`src/rtl/bram_bank_loader_if.sv`:
```
// Bundle of the loader's stream input, BRAM write port and status lines.
// The bench or upstream logic holds the master side and the loader holds the slave side.
interface bram_bank_loader_if #(
  parameter int NUM_BANK = 16,
  parameter int ADDR_W   = 9,
  parameter int DATA_W   = 128
);
  logic                iLoadStart;
  logic                iValid;
  logic [DATA_W-1:0]   iData;
  logic                oReady;
  logic [NUM_BANK-1:0] o_ena;
  logic [NUM_BANK-1:0] o_wea;
  logic [ADDR_W-1:0]   o_addra;
  logic [DATA_W-1:0]   o_dia;
  logic                oBusy;
  logic                oStart;

  modport master (
    output iLoadStart, iValid, iData,
    input  oReady, o_ena, o_wea, o_addra, o_dia, oBusy, oStart
  );

  modport slave (
    input  iLoadStart, iValid, iData,
    output oReady, o_ena, o_wea, o_addra, o_dia, oBusy, oStart
  );
endinterface

```
`src/rtl/bram_bank_loader.sv`:
```
// Streams input words bank-major into NUM_BANK BRAM banks through a registered write port,
// then waits GAP_CYC cycles and raises a start level for the parsing stage.
module bram_bank_loader #(
  parameter int NUM_BANK = 16,
  parameter int DEPTH    = 128,
  parameter int ADDR_W   = 9,
  parameter int DATA_W   = 128,
  parameter int GAP_CYC  = 10
) (
  input logic               clk,
  input logic               rstn,
  bram_bank_loader_if.slave bus
);
  localparam int BANK_W = $clog2(NUM_BANK);
  localparam int CNT_W  = $clog2(DEPTH);
  localparam int GAP_W  = 8;

  localparam logic [BANK_W-1:0] BANK_LAST = BANK_W'(NUM_BANK - 1);
  localparam logic [CNT_W-1:0]  ADDR_LAST = CNT_W'(DEPTH - 1);
  localparam logic [GAP_W-1:0]  GAP_LAST  = GAP_W'(GAP_CYC - 1);

  typedef enum logic [1:0] {
    ST_IDLE = 2'd0,
    ST_LOAD = 2'd1,
    ST_GAP  = 2'd2,
    ST_DONE = 2'd3
  } state_t;

  state_t              state_q, state_d;
  logic [BANK_W-1:0]   bank_q, bank_d;
  logic [CNT_W-1:0]    addr_q, addr_d;
  logic [GAP_W-1:0]    gap_q, gap_d;
  logic                ready_q, ready_d;
  logic                busy_q, busy_d;
  logic                start_q, start_d;
  logic [NUM_BANK-1:0] ena_q, ena_d;
  logic [ADDR_W-1:0]   addra_q, addra_d;
  logic [DATA_W-1:0]   dia_q, dia_d;
  logic                accept_s;

  // Next-state, counter and write-port logic.
  always_comb begin
    state_d  = state_q;
    bank_d   = bank_q;
    addr_d   = addr_q;
    gap_d    = gap_q;
    ena_d    = {NUM_BANK{1'b0}};
    addra_d  = addra_q;
    dia_d    = dia_q;
    accept_s = ready_q & bus.iValid;

    case (state_q)
      ST_IDLE, ST_DONE: begin
        if (bus.iLoadStart) begin
          state_d = ST_LOAD;
          bank_d  = {BANK_W{1'b0}};
          addr_d  = {CNT_W{1'b0}};
        end else begin
          state_d = state_q;
        end
      end
      ST_LOAD: begin
        if (accept_s) begin
          ena_d   = NUM_BANK'(1) << bank_q;
          addra_d = ADDR_W'(addr_q);
          dia_d   = bus.iData;
          if (addr_q == ADDR_LAST) begin
            addr_d = {CNT_W{1'b0}};
            if (bank_q == BANK_LAST) begin
              bank_d  = {BANK_W{1'b0}};
              gap_d   = {GAP_W{1'b0}};
              state_d = ST_GAP;
            end else begin
              bank_d = bank_q + BANK_W'(1);
            end
          end else begin
            addr_d = addr_q + CNT_W'(1);
          end
        end else begin
          state_d = ST_LOAD;
        end
      end
      ST_GAP: begin
        // Counter runs 0..GAP_CYC-1, so GAP lasts exactly GAP_CYC cycles.
        if (gap_q == GAP_LAST) begin
          state_d = ST_DONE;
        end else begin
          gap_d = gap_q + GAP_W'(1);
        end
      end
      default: begin
        state_d = ST_IDLE;
      end
    endcase

    ready_d = (state_d == ST_LOAD);
    busy_d  = (state_d == ST_LOAD) || (state_d == ST_GAP);
    start_d = (state_d == ST_DONE);
  end

  // State, counters and registered outputs.
  always_ff @(posedge clk) begin
    if (!rstn) begin
      state_q <= ST_IDLE;
      bank_q  <= {BANK_W{1'b0}};
      addr_q  <= {CNT_W{1'b0}};
      gap_q   <= {GAP_W{1'b0}};
      ready_q <= 1'b0;
      busy_q  <= 1'b0;
      start_q <= 1'b0;
      ena_q   <= {NUM_BANK{1'b0}};
      addra_q <= {ADDR_W{1'b0}};
      dia_q   <= {DATA_W{1'b0}};
    end else begin
      state_q <= state_d;
      bank_q  <= bank_d;
      addr_q  <= addr_d;
      gap_q   <= gap_d;
      ready_q <= ready_d;
      busy_q  <= busy_d;
      start_q <= start_d;
      ena_q   <= ena_d;
      addra_q <= addra_d;
      dia_q   <= dia_d;
    end
  end

  assign bus.oReady  = ready_q;
  assign bus.oBusy   = busy_q;
  assign bus.oStart  = start_q;
  assign bus.o_ena   = ena_q;
  assign bus.o_wea   = ena_q;
  assign bus.o_addra = addra_q;
  assign bus.o_dia   = dia_q;
endmodule

```
`src/flat_wrapper.sv`:
```
// flat-port wrapper written by rule: the top's interface ports become plain ports
module bram_bank_loader_flat 
#(
  parameter int NUM_BANK = 16,
  parameter int DEPTH    = 128,
  parameter int ADDR_W   = 9,
  parameter int DATA_W   = 128,
  parameter int GAP_CYC  = 10
)
  (clk, rstn, bus_iLoadStart, bus_iValid, bus_iData, bus_oReady, bus_o_ena, bus_o_wea, bus_o_addra, bus_o_dia, bus_oBusy, bus_oStart);
  bram_bank_loader_if #(.NUM_BANK(NUM_BANK), .ADDR_W(ADDR_W), .DATA_W(DATA_W)) bus_i ();
  input logic clk;
  input logic rstn;
  input wire logic [$bits(bus_i.iLoadStart)-1:0] bus_iLoadStart;
  input wire logic [$bits(bus_i.iValid)-1:0] bus_iValid;
  input wire logic [$bits(bus_i.iData)-1:0] bus_iData;
  output wire logic [$bits(bus_i.oReady)-1:0] bus_oReady;
  output wire logic [$bits(bus_i.o_ena)-1:0] bus_o_ena;
  output wire logic [$bits(bus_i.o_wea)-1:0] bus_o_wea;
  output wire logic [$bits(bus_i.o_addra)-1:0] bus_o_addra;
  output wire logic [$bits(bus_i.o_dia)-1:0] bus_o_dia;
  output wire logic [$bits(bus_i.oBusy)-1:0] bus_oBusy;
  output wire logic [$bits(bus_i.oStart)-1:0] bus_oStart;
  assign bus_i.iLoadStart = bus_iLoadStart;
  assign bus_i.iValid = bus_iValid;
  assign bus_i.iData = bus_iData;
  assign bus_oReady = bus_i.oReady;
  assign bus_o_ena = bus_i.o_ena;
  assign bus_o_wea = bus_i.o_wea;
  assign bus_o_addra = bus_i.o_addra;
  assign bus_o_dia = bus_i.o_dia;
  assign bus_oBusy = bus_i.oBusy;
  assign bus_oStart = bus_i.oStart;
  bram_bank_loader #(.NUM_BANK(NUM_BANK), .DEPTH(DEPTH), .ADDR_W(ADDR_W), .DATA_W(DATA_W), .GAP_CYC(GAP_CYC)) u_core (.clk(clk), .rstn(rstn), .bus(bus_i));
endmodule
```
`config.mk`:
```
export PLATFORM = sky130hd
export DESIGN_NAME = bram_bank_loader_flat
export DESIGN_NICKNAME = d
export VERILOG_FILES = /design/src/rtl/bram_bank_loader_if.sv /design/src/rtl/bram_bank_loader.sv /design/src/flat_wrapper.sv
export SDC_FILE = /design/constraint.sdc
export NUM_CORES = 1
export LEC_CHECK = 0
export CORE_MARGIN = 8
export CORE_UTILIZATION = 37
export CTS_CLUSTER_DIAMETER = 150
export CTS_CLUSTER_SIZE = 14
export DETAILED_ROUTE_END_ITERATION = 10
export GPL_ROUTABILITY_DRIVEN = 0
export PLACE_DENSITY = 0.76
export REMOVE_ABC_BUFFERS = 1
export SETUP_SLACK_MARGIN = 0.15
export SKIP_LAST_GASP = 1
export SLEW_MARGIN = 20
export SYNTH_ARGS = -nofsm -noshare
export SYNTH_HDL_FRONTEND = slang
export SYNTH_SLANG_ARGS = --single-unit
```
`constraint.sdc`:
```
create_clock -name clk -period 2 [get_ports clk]
set_input_delay 0.4 -clock clk [delete_from_list [all_inputs] [get_ports clk]]
set_output_delay 0.4 -clock clk [all_outputs]
set_load 0.005 [all_outputs]
```
==> key figures <==
Detailed routing
  • Initial DRC Count: 304
  • DRC: 0
  • WL final: 20,890 um
  • Vias per cell: 4.744
  • WL per Instance: 15.70 um
  • TritonRoute pass-1 iters: 4
  • Antenna Nets Post-Route: 0
  • Via Count: 6,314

STA
  • # setup viols final: 0
  • Min Tclk post-route: between 1.5 and 2 ns
  • Setup Skew: 0.01113 ns
  • Fin. Hold Viols: 0
  • Setup TNS Final: 0 ns
  • Max Freq: approximately 560 MHz
  • RSZ-0062 raised after global routing: true
  • Fin. max-slew vios: 0
  • Final WS setup: between 0.2 and 0.25 ns
  • Hold_ws: 0.4520 ns
  • Final period utilization: 0.8998

Logic synthesis
  • Post-synthesis cell area: 6484 um2
  • Warnings, synthesis: 0
  • Ys async rst share: 0
  • Synth area leader: dfxtp_1
  • Post-synth cell types: 41
  • Share of the synthesized area in the top cell type: 0.5403
  • Synth Register Bits: approximately 180
  • Average size of a mapped cell: 8.064 um2
  • Most instantiated cells after synthesis: nand2_1 (290), dfxtp_1 (175), a21oi_1 (142)
  • Count leader, synth: nand2_1
  • Ranking of synthesized cells by area: dfxtp_1 (54%), nand2_1 (17%), a21oi_1 (11%), ha_1 (2.5%), clkbuf_1 (2.4%)
  • Mapped Cells: 804
  • Number of flops mapped to enable cells by yosys: 0
  • Primary FF master, synth: dfxtp_1
  • Post-synthesis sequential area ratio: 0.5403

Power and ir drop
  • Seq pwr share: 0.408
  • Peak VDD IR: 533.1 uV
  • Sw Pwr: 0.002600 W
  • PwrDens: 883.3 nW/um2
  • Leak: 3.626 nW
  • Clk pwr share: 0.358
  • Sw frac: 0.2791
  • Internal: 0.006716 W
  • Comb pwr share: 0.234

Placed design
  • HPWL Detailed: 15,240 um
  • Setup WS pre-CTS: -0.1170 ns
  • PortBufs: 301

Clock tree
  • Num CTS Buffers: 17
  • Clock sink total: 175
  • Clk Latency, worst-skew pair: approximately 0.42 ns
  • Clock transition at path regs: approximately 0.070 ns
  • Deepest clock path buffer count: 2
  • Clock Root Buffer: clkbuf_16
  • CTS tree: done
  • H-tree depth: 4

Floorplan
  • Row cnt: 48
  • Die X: around 150 um
  • Initial Utilization: 0.3762
  • Core Region: around 17,000 um2
  • Total Die Area: ~22,000 um2
  • # IOs: just over 300
  • Die Y: 148.4 um

Critical path
  • CP arrival: 2.11 ns
  • Critical path type: reg2reg
  • CP Capture Type: flip-flop
  • CP startpoint kind: flip-flop
  • Req. time, crit path: 2.31 ns
  • CP Max Fanout: 5

Global routing
  • Initial antenna violation count: 0
  • Remaining global-route overflow: 0
  • Gr usage total: 0.1849
  • Vias in the first global route: 6,266
  • Largest net degree at the start of global routing: 74
  • First-pass GRT wire length: 32,800 um

Final layout
  • Area occupied by multi-input gates: 2703 um2
  • Area grow syn2layout: 62.66%
  • Filler cell count: 1,512
  • FF+latch area: 3512 um2
  • Layout cell share with drive strength beyond 1: 0.08680
  • Finished Core Util: 0.6119
  • N_diodes: 0
  • Final Net Count: 1,238

Flow run
  • Max_cap viols: 0

Outcome
  • Run status: complete, no violations

Hold path
  • HP Class: reg2reg
critical path, cell delays in order (launching register included):
cell	delay [ns]
dfxtp_2	0.34
inv_2	0.05
ha_2	0.18
a21boi_2	0.17
a211o_1	0.35
a21oi_2	0.20
a21oi_2	0.06
ha_1	0.20
and2_1	0.15
final timing paths:
check	start	slack, ns	cells after the start	endpoint
hold reg to reg	u_core.bus.o_dia[107]$_SDFFE_PN0P_	0.45	2	u_core.bus.o_dia[107]$_SDFFE_PN0P_
hold / removal	u_core.bus.o_dia[107]$_SDFFE_PN0P_	0.45	2	u_core.bus.o_dia[107]$_SDFFE_PN0P_
setup reg to reg	u_core.state_q[1]$_SDFF_PN0_	0.20	8	u_core.bus.oStart$_SDFF_PN0_
setup / recovery	u_core.state_q[1]$_SDFF_PN0_	0.20	8	u_core.bus.oStart$_SDFF_PN0_
kinds of logic (layout without fill, tap and decap cells):
logic type,count (synthesis),after routing,share of synthesized area
AOI/OAI and AO/OA,172,172,0.1442
xor gates and xnor gates,5,5,0.006754
adders and majority gates,13,13,0.02509
buffers and inverters,81,382,0.05905
DFF,175,175,0.5403
muxes,2,2,0.003088
other,1,2,0.0005784
and+or+nand+nor,355,355,0.2210
registers in the layout, indices dropped and copies added, names as in the netlist:
register and cells:
u_core.bus.o_dia 128, u_core.bus.oStart 1, u_core.gap_q 8, u_core.addr_q 7
u_core.bus.o_addra 7, u_core.state_q 2, u_core.bus.o_ena 16, u_core.bus.oBusy 1
u_core.bank_q 4, u_core.bus.oReady 1
metal layers:
| layer | share of wire | up-vias | routed length, um | track usage |
|---|---|---|---|---|
| met4 | 0.019 | 0 | 402 | 0.06782 |
| li1 | - | 3190 | - | - |
| met5 | 0 | - | 0 | 0 |
| met1 | 0.39 | 2883 | 8133 | 0.2040 |
| met3 | 0.096 | 24 | 2007 | 0.06898 |
| met2 | 0.50 | 217 | 10350 | 0.3185 |
repair_timing:
item | in CTS | in global routing
resized for setup | 4 | 23
buffers inserted | 0 | 1
hold buffers | 0 | 0
endpoints found under the setup margin | 4 | 18
pin swaps | 1 | 11
power by group through the flow:
stage                     clock network, W  registers, W  logic, W
after global placement                   0       0.00384   0.00201
after floorplan                          0       0.00386  0.000904
final                              0.00333       0.00380   0.00218
after global routing               0.00358       0.00382   0.00241
after CTS                          0.00344       0.00378   0.00208
after detailed placement                 0       0.00385   0.00202
stage by stage:
step,cells,cell area [um2],total power [W]
after floorplan,734,6142,0.004759
after global placement,1298,9842,0.005849
after detailed placement,1298,9842,0.005869
after CTS,1330,10460,0.009302
after global routing,1331,10550,0.009805
final,1331,10550,0.009316
placed cells by master (no fill, tap or decap), types with 3 or more instances in the layout:
cell type / netlist / layout
and3_1: 4 / 3
a21oi_2: 0 / 3
o21a_1: 3 / 3
nor4_1: 3 / 3
inv_6: 0 / 3
ha_1: 13 / 9
buf_4: 18 / 29
clkdlybuf4s50_1: 0 / 301
nand4_1: 4 / 4
dfxtp_1: 175 / 170
nor3_1: 9 / 9
dfxtp_2: 0 / 4
clkinv_4: 0 / 5
inv_1: 10 / 8
buf_12: 0 / 8
a21oi_1: 142 / 139
and2_1: 3 / 3
o2bb2ai_1: 6 / 5
nand2_1: 290 / 290
nor2_1: 23 / 22
o21ai_0: 7 / 6
a211oi_1: 4 / 3
xnor2_1: 5 / 5
nand3_1: 8 / 7
clkbuf_16: 0 / 17
cell type report:
type,count,share of cell area
Sequential cell,175,0.3330
Timing Repair Buffer,340,0.3236
Multi-Input combinational cell,549,0.2563
Clock buffer,19,0.04200
Tap cell,225,0.02669
Clock inverter,13,0.01459
Inverter,10,0.003796
No activity file was read; power rests on OpenSTA's default activity.
